`config.mk`:
```
export PLATFORM = sky130hd
export DESIGN_NAME = arbiter_rr
export DESIGN_NICKNAME = d
export VERILOG_FILES = /design/src/rtl/arbiter_pkg.sv /design/src/rtl/rr_pick.sv /design/src/rtl/arbiter_rr.sv
export SDC_FILE = /design/constraint.sdc
export NUM_CORES = 1
export LEC_CHECK = 0
export CORE_AREA = 2 2 65 67
export CTS_CLUSTER_SIZE = 28
export DETAILED_ROUTE_END_ITERATION = 10
export DIE_AREA = 0 0 67 69
export SKIP_CTS_REPAIR_TIMING = 1
export SLEW_MARGIN = 20
export SYNTH_ARGS = -nofsm -noshare
export SYNTH_HDL_FRONTEND = slang
export SYNTH_SLANG_ARGS = --single-unit
```
`constraint.sdc`:
```
create_clock -name i_clk -period 3.45 [get_ports i_clk]
set_input_delay 1.035 -clock i_clk [delete_from_list [all_inputs] [get_ports i_clk]]
set_output_delay 1.035 -clock i_clk [all_outputs]
set_load 0.1 [all_outputs]
```
`src/rtl/arbiter_pkg.sv`:
```
// Shared definitions for the N-requester arbiter.
// Contents: priority mode encodings, FSM state enum, one-hot to index helper.
package arbiter_pkg;

    localparam int unsigned MODE_FIXED = 0;
    localparam int unsigned MODE_RR    = 1;

    typedef enum logic {
        ST_IDLE  = 1'b0,
        ST_GRANT = 1'b1
    } state_e;

    // Index of the set bit in a one-hot vector (0 when empty).
    function automatic int unsigned onehot_to_idx(input logic [15:0] onehot);
        int unsigned idx;
        idx = 0;
        for (int unsigned i = 0; i < 16; i++) begin
            if (onehot[4'(i)]) begin
                idx = i;
            end
        end
        return idx;
    endfunction

endpackage

```
`src/rtl/rr_pick.sv`:
```
// Combinational rotating-priority picker.
// Ports:
//   i_req  - request vector
//   i_base - index searched first; search runs upward and wraps N-1 -> 0
//   o_win  - one-hot winner (zero when no request)
//   o_any  - at least one request present
module rr_pick #(
    parameter int unsigned N = 4
) (
    input  logic [N-1:0]         i_req,
    input  logic [$clog2(N)-1:0] i_base,
    output logic [N-1:0]         o_win,
    output logic                 o_any
);

    localparam int unsigned IW = $clog2(N);

    // First set bit at or above i_base, wrapping around.
    always_comb begin
        logic          found;
        logic [IW-1:0] idx;
        o_win = '0;
        found = 1'b0;
        idx   = '0;
        for (int unsigned i = 0; i < N; i++) begin
            idx = IW'((32'(i_base) + i) % N);
            if (!found && i_req[idx]) begin
                o_win[idx] = 1'b1;
                found      = 1'b1;
            end
        end
    end

    assign o_any = |i_req;

endmodule

```
`src/rtl/arbiter_rr.sv`:
```
// N-requester arbiter with fixed or round-robin priority, optional burst
// hold and a hold-timeout that forces release under contention.
// Ports:
//   i_clk       - clock, rising edge
//   i_rst       - asynchronous active-high reset
//   i_req       - request vector, bit k = requester k
//   o_gnt       - registered one-hot grant, zero when idle
//   o_gnt_valid - OR of o_gnt (registered)
//   o_gnt_id    - index of the granted requester; holds last value when idle
module arbiter_rr
    import arbiter_pkg::*;
#(
    parameter int unsigned N_REQ    = 4,
    parameter int unsigned MODE     = 1,
    parameter int unsigned HOLD_EN  = 1,
    parameter int unsigned MAX_HOLD = 8
) (
    input  logic                     i_clk,
    input  logic                     i_rst,
    input  logic [N_REQ-1:0]         i_req,
    output logic [N_REQ-1:0]         o_gnt,
    output logic                     o_gnt_valid,
    output logic [$clog2(N_REQ)-1:0] o_gnt_id
);

    localparam int unsigned IW = $clog2(N_REQ);
    localparam int unsigned CW = $clog2(MAX_HOLD + 1);

    state_e            state_q, state_d;
    logic [N_REQ-1:0]  gnt_q, gnt_d;
    logic              valid_q, valid_d;
    logic [IW-1:0]     id_q, id_d;
    logic [IW-1:0]     ptr_q, ptr_d;
    logic [CW-1:0]     hold_cnt_q, hold_cnt_d;

    logic [IW-1:0]     base;
    logic [N_REQ-1:0]  win_full, win_others, new_win;
    logic              any_full, any_others, owner_req;
    logic              take_full, take_others;
    logic [IW-1:0]     new_idx;

    // Fixed priority always searches from index 0.
    assign base      = (MODE == MODE_FIXED) ? '0 : ptr_q;
    assign owner_req = |(i_req & gnt_q);

    rr_pick #(.N(N_REQ)) u_pick_full (
        .i_req  (i_req),
        .i_base (base),
        .o_win  (win_full),
        .o_any  (any_full)
    );

    // Same search with the current owner masked, used for forced release.
    rr_pick #(.N(N_REQ)) u_pick_others (
        .i_req  (i_req & ~gnt_q),
        .i_base (base),
        .o_win  (win_others),
        .o_any  (any_others)
    );

    // Next-state and output computation.
    always_comb begin
        state_d     = state_q;
        gnt_d       = gnt_q;
        id_d        = id_q;
        ptr_d       = ptr_q;
        hold_cnt_d  = hold_cnt_q;
        take_full   = 1'b0;
        take_others = 1'b0;
        new_win     = '0;
        new_idx     = '0;

        case (state_q)
            ST_IDLE: begin
                take_full = any_full;
            end
            ST_GRANT: begin
                if (!owner_req) begin
                    if (any_full) begin
                        take_full = 1'b1;
                    end else begin
                        state_d    = ST_IDLE;
                        gnt_d      = '0;
                        hold_cnt_d = '0;
                    end
                end else if (HOLD_EN == 0) begin
                    // Owner re-wins only by priority; pointer moves only on a change.
                    if (win_full != gnt_q) begin
                        take_full = 1'b1;
                    end
                    hold_cnt_d = '0;
                end else if (!any_others) begin
                    hold_cnt_d = '0;
                end else if (hold_cnt_q == CW'(MAX_HOLD - 1)) begin
                    take_others = 1'b1;
                end else begin
                    hold_cnt_d = hold_cnt_q + CW'(1);
                end
            end
            default: begin
                state_d = ST_IDLE;
                gnt_d   = '0;
            end
        endcase

        if (take_full || take_others) begin
            new_win    = take_others ? win_others : win_full;
            new_idx    = IW'(onehot_to_idx(16'(new_win)));
            state_d    = ST_GRANT;
            gnt_d      = new_win;
            id_d       = new_idx;
            ptr_d      = (32'(new_idx) == N_REQ - 1) ? '0 : new_idx + IW'(1);
            hold_cnt_d = '0;
        end

        valid_d = |gnt_d;
    end

    // State and output registers.
    always_ff @(posedge i_clk or posedge i_rst) begin
        if (i_rst) begin
            state_q    <= ST_IDLE;
            gnt_q      <= '0;
            valid_q    <= 1'b0;
            id_q       <= '0;
            ptr_q      <= '0;
            hold_cnt_q <= '0;
        end else begin
            state_q    <= state_d;
            gnt_q      <= gnt_d;
            valid_q    <= valid_d;
            id_q       <= id_d;
            ptr_q      <= ptr_d;
            hold_cnt_q <= hold_cnt_d;
        end
    end

    assign o_gnt       = gnt_q;
    assign o_gnt_valid = valid_q;
    assign o_gnt_id    = id_q;

endmodule

```
* Yosys cells after proc, flatten, opt, wreduce, memory -nomap -nowiden *
Cells that the tools add are included.

word-level totals
  register bits after elaboration = 14
  word-level logic and storage cells = 120

operators by class
  bitwise logic cells = 10
  muxes and demuxes = 64
  magnitude comparators = 8
  reduce and logical (&&, ||, !) cells = 23
  add/subtract/negate cells = 5
  equal/unequal tests = 4

operator list
  operator                                                                              number
  4-bit 2-to-1 mux                                                                      19
  1-bit 2-to-1 mux                                                                      28
  4-bit bitwise OR                                                                      6
  1-bit binary-select mux with 2-bit select                                             8
  4-bit OR reduction                                                                    4
  2-bit by 3-bit < comparator with 1-bit output (second input constant)                 4
  1-bit logical AND                                                                     10
  4-bit AND                                                                             2
  1-bit demux with 2-bit select                                                         4
  2-bit by 1-bit greater-or-equal comparator with 1-bit output (second input constant)  4
  2-bit 2-to-1 mux                                                                      4
  1-bit zero test                                                                       6
  2-bit by 1-bit adder with 2-bit output (second input constant)                        2
  2-bit adder (second input constant)                                                   2
  4-bit by 1-bit adder with 4-bit output (second input constant)                        1
  4-bit by 3-bit == test with 1-bit output (second input constant)                      1
  4-bit by 3-bit inequality test with 1-bit output (second input constant)              1
  4-bit inverter                                                                        1
  3-bit by 1-bit inequality test with 1-bit output (second input constant)              1
  3-bit AND reduction                                                                   1
  2-bit == test (second input constant)                                                 1
  1-bit one-hot mux with 2 select lines                                                 1
  2-bit nonzero test                                                                    1
  1-bit logical OR                                                                      1
  1-bit inverter                                                                        1

* Longest topological paths before layout *
  word-level depth = 21
  gate-level depth with buffers = 12
  mapped depth without buffers = 10

* Modules after synthesis *
A second synthesis with hierarchy kept.

second synthesis, totals
  cell total of the unflattened synthesis = 162
  area total of the unflattened synthesis = 1516.5 um2

by module, submodules not included
  module      instances  sequential area each (um2)  cells each  area each (um2)
  arbiter_rr  1          350.3                       88          825.8
  rr_pick     2          0.0                         37          345.3

* Least setup slack after synthesis *
Ideal clock, no wire load.

  path kind = input to register
  start = in i_req[1]
  end = reg valid_q, in the netlist o_gnt_valid
  cell stages on the path = 8
  path slack = 163 ps
  data required time = 3311 ps
  setup time = 139 ps
  arrival time = 3148 ps
  cells stage by stage = buf_2 > nor2b_1 > mux4_2 > a22o_1 > a211oi_1 > a2bb2oi_2 > o21bai_1 > or4_1

on the way
  word-level cells in the longest chain between the ends = 16
  elaborated cells between the ends (all ways) = 66
  classes of those cells = 41 x mux; 8 x bitwise; 17 x reduce/logical

RTL lines
  what                                       line               source
  start, declared                            arbiter_rr.sv:20   input logic [N_REQ-1:0] i_req,
  4-bit AND                                  arbiter_rr.sv:55   .i_req (i_req & ~gnt_q),
  1-bit binary-select mux with 2-bit select  rr_pick.sv:27      if (!found && i_req[idx]) begin
  1-bit 2-to-1 mux (not written as such)     rr_pick.sv:27
  1-bit 2-to-1 mux                           rr_pick.sv:27
  1-bit zero test                            rr_pick.sv:27
  1-bit logical AND                          rr_pick.sv:27
  1-bit 2-to-1 mux                           rr_pick.sv:27
  1-bit zero test                            rr_pick.sv:27
  1-bit logical AND                          rr_pick.sv:27
  1-bit 2-to-1 mux                           rr_pick.sv:27
  1-bit zero test                            rr_pick.sv:27
  1-bit logical AND                          rr_pick.sv:27
  4-bit 2-to-1 mux                           rr_pick.sv:27
  4-bit 2-to-1 mux                           arbiter_rr.sv:107  new_win = take_others ? win_others : win_full;
  4-bit 2-to-1 mux (*)                       arbiter_rr.sv:106  if (take_full || take_others) begin
  4-bit OR reduction (*)                     arbiter_rr.sv:116  valid_d = |gnt_d;
  via valid_d                                arbiter_rr.sv:31   logic valid_q, valid_d;
  end signal, assigned                       arbiter_rr.sv:131  valid_q <= valid_d;
  end, declared                              arbiter_rr.sv:31

Mark *: on every way through the listed nets, which the timed path passes. The rest lies on a longest branch. The select of a mux whose other input is x is not followed.
A chain may end at the register's enable or synchronous reset.

* Worst setup path in the final report *
  start = in i_req[3]
  end = reg valid_q, in the netlist o_gnt_valid

Same word-level chain as after synthesis.

==> run metrics <==
result of the run=completed; Hold Vio Cnt, Final=0; global route overflow=0; Setup crit start kind=input pin; number of buffers added on ports=12; layout overhead on the synthesized area=35.8%; non-filler cells in the finished layout=250; number of antenna cells inserted=0; footprint of the flip-flops and latches=350 um^2; peak supply drop=0.000436 V; minimum setup slack in the final design=0.288 ns; placed cell area=1740 um^2; Largest stage delay, worst path=0.55 ns; Final Instance Area=1820 um^2; drt first pass iters=4; largest driver fanout on the critical path=7; synthesis-stage register bit count=14; Die W=67 um; Total GRT Usage=17.8%; distinct cell type count after synthesis=53; Slew Viols, Final=0; syn avg cell area=8.61 um^2; unrepaired setup endpoints after global routing=no; Worst Path Class, Setup=input pin to flip-flop; maximum number of pins on one net before global-route repair=15; post-layout min period=3.16 ns; Synthesized Nets=168; initial core utilization=34.3%; Primary FF master, synth=dfrtp_1; Antenna Nets Post-Route=0; Rows=23; die extent in y=69 um; final core occ=46.6%; ys async rst share=100%; per-cell via count in the routed design=5.78; wire length of the first global-routing pass=6.52 mm; Placed Cells incl. Taps=246; TritonCTS clock tree=yes; clock transition at the register clock pins on the worst setup and hold paths after CTS=0.06 ns; Syn Inst Count=156; number of clock sinks=14; number of global-route vias before repair=1455; sequential area share after synthesis=26.1%; core area=3910 um^2; maximum count of clock buffers along a single path=2; number of fillers in the final layout=391; Final setup violation count=0; Warnings, synthesis=0; share of the cycle needed by the critical path after routing=91.6%; Static Leakage=0.841 nW; fraction of final layout cells sized beyond drive strength 1=31.5%; maximum clock rate=316 MHz; TritonCTS Buffers=3; H-Tree Level Count=1; Max-cap violations=0; area of the multi-input gates=946 um^2; antenna violations before repair=0; worst hold slack=0.482 ns; Power per Cell Area=977 nW/um^2; clock insertion delay at the later pin of the skew report=0.24 ns; Total Die Area=4620 um^2; boundary pin count=13; worst setup timing slack at the placement stage=-0.304 ns; Relative slew margins=63.6%; number of nets at the end of the flow=213; Avg WL per Cell=15.6 um; total number of vias=1444; required time reported for the critical path endpoint=3.56 ns; ordered list of cells on the worst path=dlymetal6s2s_1 > buf_4 > mux4_2 > nand2_1 > o21ai_1 > a221o_1 > nand2_1 > o21ai_1 > o21bai_1 > or4_1; dpl hpwl=3.07 mm; cell chosen for the clock root=clkbuf_8; actual transition at the worst max-transition pin=0.545 ns; gp weighted congestion=0.947; count of flip-flops with a built-in enable after synthesis=0; DRC violations left=0; sum of routed wire length over all layers=3.90 mm; drt first-iter violations=118; summed instance area of the synthesized netlist=1340 um^2; arrival time at the worst endpoint=3.27 ns; master of the slowest instance on the critical path=mux4_2; Final Skew=0.000953 ns; Worst setup EP type=flip-flop; classification of the worst-slack hold path=flip-flop to flip-flop
==> sequential cells by signal, summed over array words and instances, names as in the netlist <==
signal / flops
base: 2
hold_cnt_q: 4
o_gnt: 4
o_gnt_id: 2
o_gnt_valid: 1
state_q: 1
==> critical path: cells and delay by family <==
kind | cells | cell delay (ns)
AND/OR/NAND/NOR | 3 | 0.71
AO/OA/AOI/OAI | 4 | 0.62
multiplexers | 1 | 0.55
buffers and inverters | 2 | 0.36
==> layer usage <==
metal	routed length (um)	GRT usage, %
met5	0	0
met4	120	7.71
met3	146	3.59
met2	2030	30.1
met1	1600	21.1
==> where the power goes <==
part           internal, mW  switching [mW]  leakage (nW)
Combinational         0.554           0.798         0.636
Clock                 0.101          0.0564        0.0288
Sequential            0.220          0.0503         0.176
Total                 0.876           0.905         0.841
==> final timing paths <==
path,from,to,slack [ns],depth (start not counted)
max in group asynchronous,i_rst,o_gnt[0],1.96,2
max,i_req[3],o_gnt_valid,0.29,10
max reg2reg,base[0],o_gnt_valid,0.57,9
min in group asynchronous,i_rst,o_gnt[1],1.14,2
min reg2reg,hold_cnt_q[3],hold_cnt_q[3],0.48,1
min,hold_cnt_q[3],hold_cnt_q[3],0.48,1
==> stage by stage <==
step           total power [mW]  setup TNS, ns
3_3_place_gp               1.57         -0.984
6_report                   1.78              0
4_1_cts                    1.75         -0.105
5_1_grt                    1.91              0
2_1_floorplan              1.17              0
3_5_place_dp               1.59          -1.52
==> cell type report <==
| class | count | area share (%) |
|---|---|---|
| multi-input cells | 128 | 51.9 |
| well taps | 50 | 3.43 |
| clock buffers | 4 | 3.02 |
| inverters | 5 | 1.03 |
| flip-flops and latches | 14 | 19.2 |
| repair buffers | 49 | 21.4 |
==> cells in the final DEF (no fill, tap or decap), types with 4 or more instances in the layout <==
| cell type | synthesis | layout |
|---|---|---|
| buf_4 | 0 | 44 |
| nand2_1 | 16 | 16 |
| dfrtp_1 | 14 | 14 |
| o21ai_0 | 13 | 11 |
| nor2_1 | 10 | 10 |
| ha_1 | 6 | 6 |
| nand2b_1 | 5 | 5 |
| nand3_1 | 5 | 5 |
| nor2b_1 | 5 | 5 |
| a22o_1 | 5 | 5 |
| and3_1 | 4 | 4 |
| mux4_2 | 4 | 4 |
| clkbuf_8 | 0 | 4 |
| dlymetal6s2s_1 | 0 | 4 |
==> Yosys cell counts, types with 4 or more instances <==
library cell,instances,share of area [%]
buf_2,5,1.9
a22o_1,5,3.3
mux4_2,4,6.7
dfrtp_1,14,26
nand3_1,5,1.9
nand2_1,16,4.5
nor2_1,10,2.8
nand2b_1,5,2.3
o21ai_0,13,4.8
and3_1,4,1.9
nor2b_1,5,2.3
ha_1,6,5.6
==> logic make-up (layout without fill, tap and decap cells) <==
group / Yosys count / after routing / synth area share [%]
compound gates: 53 / 53 / 29.4
fa+ha+maj: 6 / 6 / 5.59
buf+inv: 14 / 58 / 4.94
flops: 14 / 14 / 26.1
mux: 6 / 6 / 8.29
simple gates: 63 / 63 / 25.6
Note: power is estimated with default switching activity, not from simulation.
